<file path="config.mk">
export PLATFORM = sky130hd
export DESIGN_NAME = parity_up_down_counter
export DESIGN_NICKNAME = d
export VERILOG_FILES = /design/src/rtl/parity_up_down_counter_pkg.sv /design/src/rtl/parity_step_calc.sv /design/src/rtl/parity_up_down_counter.sv
export SDC_FILE = /design/constraint.sdc
export NUM_CORES = 1
export LEC_CHECK = 0
export ABC_AREA = 1
export ABC_CLOCK_PERIOD_IN_PS = 4500
export CORE_AREA = 2 2 39 41
export DETAILED_ROUTE_END_ITERATION = 10
export DIE_AREA = 0 0 41 43
export PLACE_DENSITY = 0.68
export SLEW_MARGIN = 15
export SYNTH_ARGS = -nofsm -noshare
export SYNTH_HDL_FRONTEND = slang
export SYNTH_SLANG_ARGS = --single-unit
</file>
<file path="constraint.sdc">
create_clock -name clk -period 4.5 [get_ports clk]
set_clock_uncertainty 0.2 [all_clocks]
set_input_delay 0.45 -clock clk [delete_from_list [all_inputs] [get_ports clk]]
set_output_delay 0.45 -clock clk [all_outputs]
set_load 0.01 [all_outputs]
</file>
<file path="src/rtl/parity_up_down_counter_pkg.sv">
// Shared encodings for the parity up/down counter: count-set selection and direction.
package parity_up_down_counter_pkg;

    // Count-set selection; the reserved code behaves like PAR_ALL.
    typedef enum logic [1:0] {
        PAR_ALL  = 2'b00,
        PAR_EVEN = 2'b01,
        PAR_ODD  = 2'b10,
        PAR_RSVD = 2'b11
    } par_sel_e;

    // Counting direction as seen on the mode input.
    localparam logic DIR_UP   = 1'b1;
    localparam logic DIR_DOWN = 1'b0;

    // Fold the reserved selection code onto PAR_ALL so downstream logic sees three cases only.
    function automatic par_sel_e norm_par_sel(input logic [1:0] sel);
        par_sel_e s;
        s = par_sel_e'(sel);
        if (s == PAR_RSVD) begin
            s = PAR_ALL;
        end
        return s;
    endfunction

endpackage

</file>
<file path="src/rtl/parity_step_calc.sv">
// Combinational step engine: terminal value, next count value and boundary-crossing flag.
module parity_step_calc
    import parity_up_down_counter_pkg::*;
#(
    parameter int WIDTH = 4
) (
    input  logic [WIDTH-1:0] cur_i,
    input  logic             mode_i,
    input  logic [1:0]       par_sel_i,
    input  logic             sat_i,
    output logic [WIDTH-1:0] term_o,
    output logic [WIDTH-1:0] next_o,
    output logic             wrapped_o
);

    par_sel_e         sel;
    logic             mismatch;
    logic [WIDTH:0]   stepAmt;
    logic [WIDTH:0]   curExt;
    logic [WIDTH:0]   result;
    logic             crossed;

    // Terminal value depends only on direction and count set.
    always_comb begin
        sel    = norm_par_sel(par_sel_i);
        term_o = '0;
        if (mode_i == DIR_UP) begin
            if (sel == PAR_EVEN) begin
                term_o = {{(WIDTH-1){1'b1}}, 1'b0};
            end else begin
                term_o = {WIDTH{1'b1}};
            end
        end else begin
            if (sel == PAR_ODD) begin
                term_o = {{(WIDTH-1){1'b0}}, 1'b1};
            end else begin
                term_o = '0;
            end
        end
    end

    // One extra bit catches carry/borrow so a crossing of 0 or all-ones is visible; a wrong-parity value takes a single alignment step of 1.
    always_comb begin
        mismatch  = ((sel == PAR_EVEN) && cur_i[0]) || ((sel == PAR_ODD) && !cur_i[0]);
        stepAmt   = ((sel == PAR_ALL) || mismatch) ? (WIDTH+1)'(1) : (WIDTH+1)'(2);
        curExt    = {1'b0, cur_i};
        if (mode_i == DIR_UP) begin
            result = curExt + stepAmt;
        end else begin
            result = curExt - stepAmt;
        end
        crossed   = result[WIDTH];
        next_o    = result[WIDTH-1:0];
        wrapped_o = crossed;
        if (crossed && sat_i) begin
            next_o    = term_o;
            wrapped_o = 1'b0;
        end
    end

endmodule

</file>
<file path="src/rtl/parity_up_down_counter.sv">
// Up/down counter over all, even-only or odd-only values, with wrap or saturate at the boundaries.
module parity_up_down_counter
    import parity_up_down_counter_pkg::*;
#(
    parameter int WIDTH = 4
) (
    input  logic             clk,
    input  logic             rst_n,
    input  logic             en,
    input  logic             load,
    input  logic [WIDTH-1:0] data_in,
    input  logic             mode,
    input  logic [1:0]       par_sel,
    input  logic             sat,
    output logic [WIDTH-1:0] data_out,
    output logic             tc,
    output logic             wrap
);

    logic [WIDTH-1:0] count_q, count_d;
    logic             wrap_q, wrap_d;
    logic [WIDTH-1:0] termVal;
    logic [WIDTH-1:0] stepNext;
    logic             stepWrapped;
    par_sel_e         sel;

    parity_step_calc #(
        .WIDTH(WIDTH)
    ) u_step (
        .cur_i    (count_q),
        .mode_i   (mode),
        .par_sel_i(par_sel),
        .sat_i    (sat),
        .term_o   (termVal),
        .next_o   (stepNext),
        .wrapped_o(stepWrapped)
    );

    // Next-state selection: load beats enable, and the wrap pulse only survives a wrapping step.
    always_comb begin
        sel     = norm_par_sel(par_sel);
        count_d = count_q;
        wrap_d  = 1'b0;
        if (load) begin
            count_d = data_in;
            if (sel == PAR_EVEN) begin
                count_d[0] = 1'b0;
            end else if (sel == PAR_ODD) begin
                count_d[0] = 1'b1;
            end
        end else if (en) begin
            count_d = stepNext;
            wrap_d  = stepWrapped;
        end
    end

    // Count and wrap registers, cleared asynchronously by reset.
    always_ff @(posedge clk or negedge rst_n) begin
        if (!rst_n) begin
            count_q <= '0;
            wrap_q  <= 1'b0;
        end else begin
            count_q <= count_d;
            wrap_q  <= wrap_d;
        end
    end

    assign data_out = count_q;
    assign wrap     = wrap_q;
    assign tc       = (count_q == termVal);

endmodule

</file>
==> metrics.md <==
| Metric | Value |
|---|---|
| Final global-route overflow total | `0` |
| Cell area after synthesis | `505 µm²` |
| Fraction of power consumed by combinational cells | `0.547` |
| ANT nets after route | `0` |
| Area share of the largest cell type after synthesis | `0.248` |
| Avg Vias per Cell | `4.55` |
| Final min period | `2.86 ns` |
| Final-report setup violation count | `0` |
| Diode count | `0` |
| Flops & latches, synth | `5` |
| Result of the run | `finished clean` |
| Cell types occupying the most area after synthesis | `dfrtp_1, nand2_1, inv_1` |
| Root Driver | `clkbuf_4` |
| Unique masters post-synth | `19` |
| Global-route wire length before repair | `1840 µm` |
| Switching power | `0.0000985 W` |
| Required time at the endpoint of the critical path | `3.85 ns` |
| HP Class | `primary input to asynchronous set/reset pin` |
| Flop2flop setup slack | `2.23 ns` |
| CTS sink cnt | `5` |
| Wirelength, routed | `1100 µm` |
| Number of enable flip-flop cells after synthesis | `0` |
| Total Routing Usage GR | `0.151` |
| Critical path fanouts, max | `5` |
| Part of the Yosys area used for sequential elements | `0.248` |
| Clk buf depth | `2` |
| TritonCTS Buffers | `3` |
| Sw Share | `0.389` |
| Critical Setup Path Class | `primary input to output pin` |
| Sort of element at the start of the critical path | `primary input` |
| Maximum clock frequency | `349 MHz` |
| Area added between synthesis and finish | `42.8%` |
| Worst setup EP type | `output pin` |
| Final RePlAce weighted congestion | `0.841` |
| Layout cell share with drive strength beyond 1 | `0.0947` |
| Final cell utilization of the core | `0.522` |
| Yosys warning count | `0` |
| Detailed-router iteration count before antenna repair | `2` |
| Post-CTS clock slew at the launch and capture registers of the worst setup and hold paths | `0.04 ns` |
| Max_slew headroom | `0.843` |
| Cts-stage hold buffer count | `0` |
| Violation count after the first detailed-route iteration | `1` |
| Launch point of the worst reg-to-reg path | `data_out[0]` |
| Least setup slack across all paths after layout | `1.64 ns` |
| Vias | `505` |
| P_int | `0.000155 W` |
| Critical path data arrival time | `2.21 ns` |
| Initial antenna violation count | `0` |
| Post-Syn Area per Cell | `6.83 µm²` |
| Cell taking the most area after synthesis | `dfrtp_1` |
| Final Hold Violating Endpoints | `0` |
| Final-layout fill cell count | `135` |
| I/O pin count | `18` |
| Share of power burned in the clock network | `0.199` |
| Post-detailed-route wirelength per cell | `9.86 µm` |
| Maximum number of pins on one net before global-route repair | `7` |
| Cell leakage power | `0.361 nW` |
| Total negative slack for setup checks | `0 ns` |
| Power density over the cells | `351 nW/µm²` |
| Die height | `43 µm` |
| Register share of total power | `0.254` |
| Source-to-sink clock delay at the later pin of the worst-skew pair | `0.24 ns` |
| Measured slew at the worst slew-check pin | `0.234 ns` |
| Row cnt | `14` |
| Die Footprint | `1760 µm²` |
| NumNets Final | `113` |
| # resized after CTS | `0` |
| Fin Hold WS | `0.238 ns` |
| Vias in the first global route | `474` |
| Power after layout | `0.000253 W` |
| Share of async-settable or async-resettable flops after synthesis | `1.00` |
| Count of max-cap constraint violations | `0` |
| Crit Reg-Reg Endpoint | `data_out[3]` |
| Placement-stage worst setup slack | `1.64 ns` |
| Number of remaining DRC errors | `0` |
| Number of buffers inserted by port buffering | `17` |
| Maximum ir drop on the vdd rail | `209 µV` |
| Final period utilization | `0.636` |
| Reg2reg path depth | `14` |
| Chip Width | `41 µm` |
| Final-report max-slew violation count | `0` |
| Final HPWL from detailed placement | `944 µm` |
| Core Region | `1380 µm²` |
| Leading register cell type out of synthesis | `dfrtp_1` |
| Setup repair after global routing missed its margin | `no` |
| Number of cells produced by synthesis | `74` |
| Net count after synthesis | `91` |
| Initial cell density of the core | `0.365` |
| Clock tree from TritonCTS | `built` |
| # Post-CTS Setup Buffers | `0` |
| H-Tree Level Count | `1` |
==> synthesized netlist by cell type, types with 2 or more instances <==
library cell and number:
nand3_2 2, a21oi_1 3, xor2_1 2, dfrtp_1 5, nand3_1 4, nand2_2 2
nor2_1 7, a21oi_2 2, ha_1 4, inv_1 15, o21ai_0 4, nand2_1 17
==> sequential cells by signal, summed over array words and instances (netlist names) <==
name and flops:
data_out 4, wrap 1
==> through the flow <==
stage	area, µm²	std cells
after floorplan	505	74
after global placement	696	107
after detailed placement	696	107
after CTS	722	111
after global routing	722	111
final	722	111
==> worst max path at each step <==
stage                           from     endpoint  slack [ns]
after floorplan           par_sel[1]  data_out[2]        2.29
after global placement          mode           tc        1.62
after detailed placement        mode           tc        1.64
after CTS                       mode           tc        1.63
after global routing            mode           tc        1.54
final                           mode           tc        1.64
==> critical path, cell delays in order <==
cell and delay (ns):
clkdlybuf4s50_1 0.56, inv_1 0.14, ha_1 0.38, nand2_1 0.07, nor2_1 0.09, clkdlybuf4s50_1 0.53
==> area by class of cell <==
cell class	count	area, µm²	share of cell area
multi-input combinational	54	324	0.449
timing repair buffer	17	170	0.236
sequential	5	125	0.173
inverter	15	56.3	0.0780
clock buffer	4	26.3	0.0364
tap	16	20.0	0.0277
==> placed cells by master, fill, tap and decap left out, types with 2 or more instances in the layout <==
| master | count |
|---|---|
| nand2_1 | 17 |
| clkdlybuf4s50_1 | 17 |
| inv_1 | 15 |
| nor2_1 | 7 |
| dfrtp_1 | 5 |
| o21ai_0 | 4 |
| nand3_1 | 4 |
| ha_1 | 4 |
| a21oi_1 | 3 |
| clkbuf_4 | 3 |
| xor2_1 | 2 |
| a21oi_2 | 2 |
| nand2_2 | 2 |
| nand3_2 | 2 |
==> power groups by stage <==
stage	logic, W	clock network (W)	registers, W
after detailed placement	0.000138	0	0.0000652
after global placement	0.000138	0	0.0000649
after CTS	0.000140	0.0000523	0.0000645
after global routing	0.000159	0.0000550	0.0000660
after floorplan	0.0000862	0	0.0000674
final	0.000138	0.0000505	0.0000643
==> kinds of logic (layout without fill, tap and decap cells) <==
group,after synthesis,after routing,synth area share
AND/OR/NAND/NOR,34,34,0.307
buffers and inverters,15,36,0.111
XOR/XNOR,3,3,0.0520
AO/OA/AOI/OAI,12,12,0.144
adder cells (fa/ha/maj),5,5,0.139
flip-flops,5,5,0.248
==> metal layers <==
layer,vias to the layer above,GRT usage,part of all wire
li1,281,-,-
met1,216,0.196,0.50
met2,6,0.231,0.47
met3,2,0.0209,0.021
met4,0,0.0800,0.013
met5,-,0,0
Power figures use the tool's default switching activity.
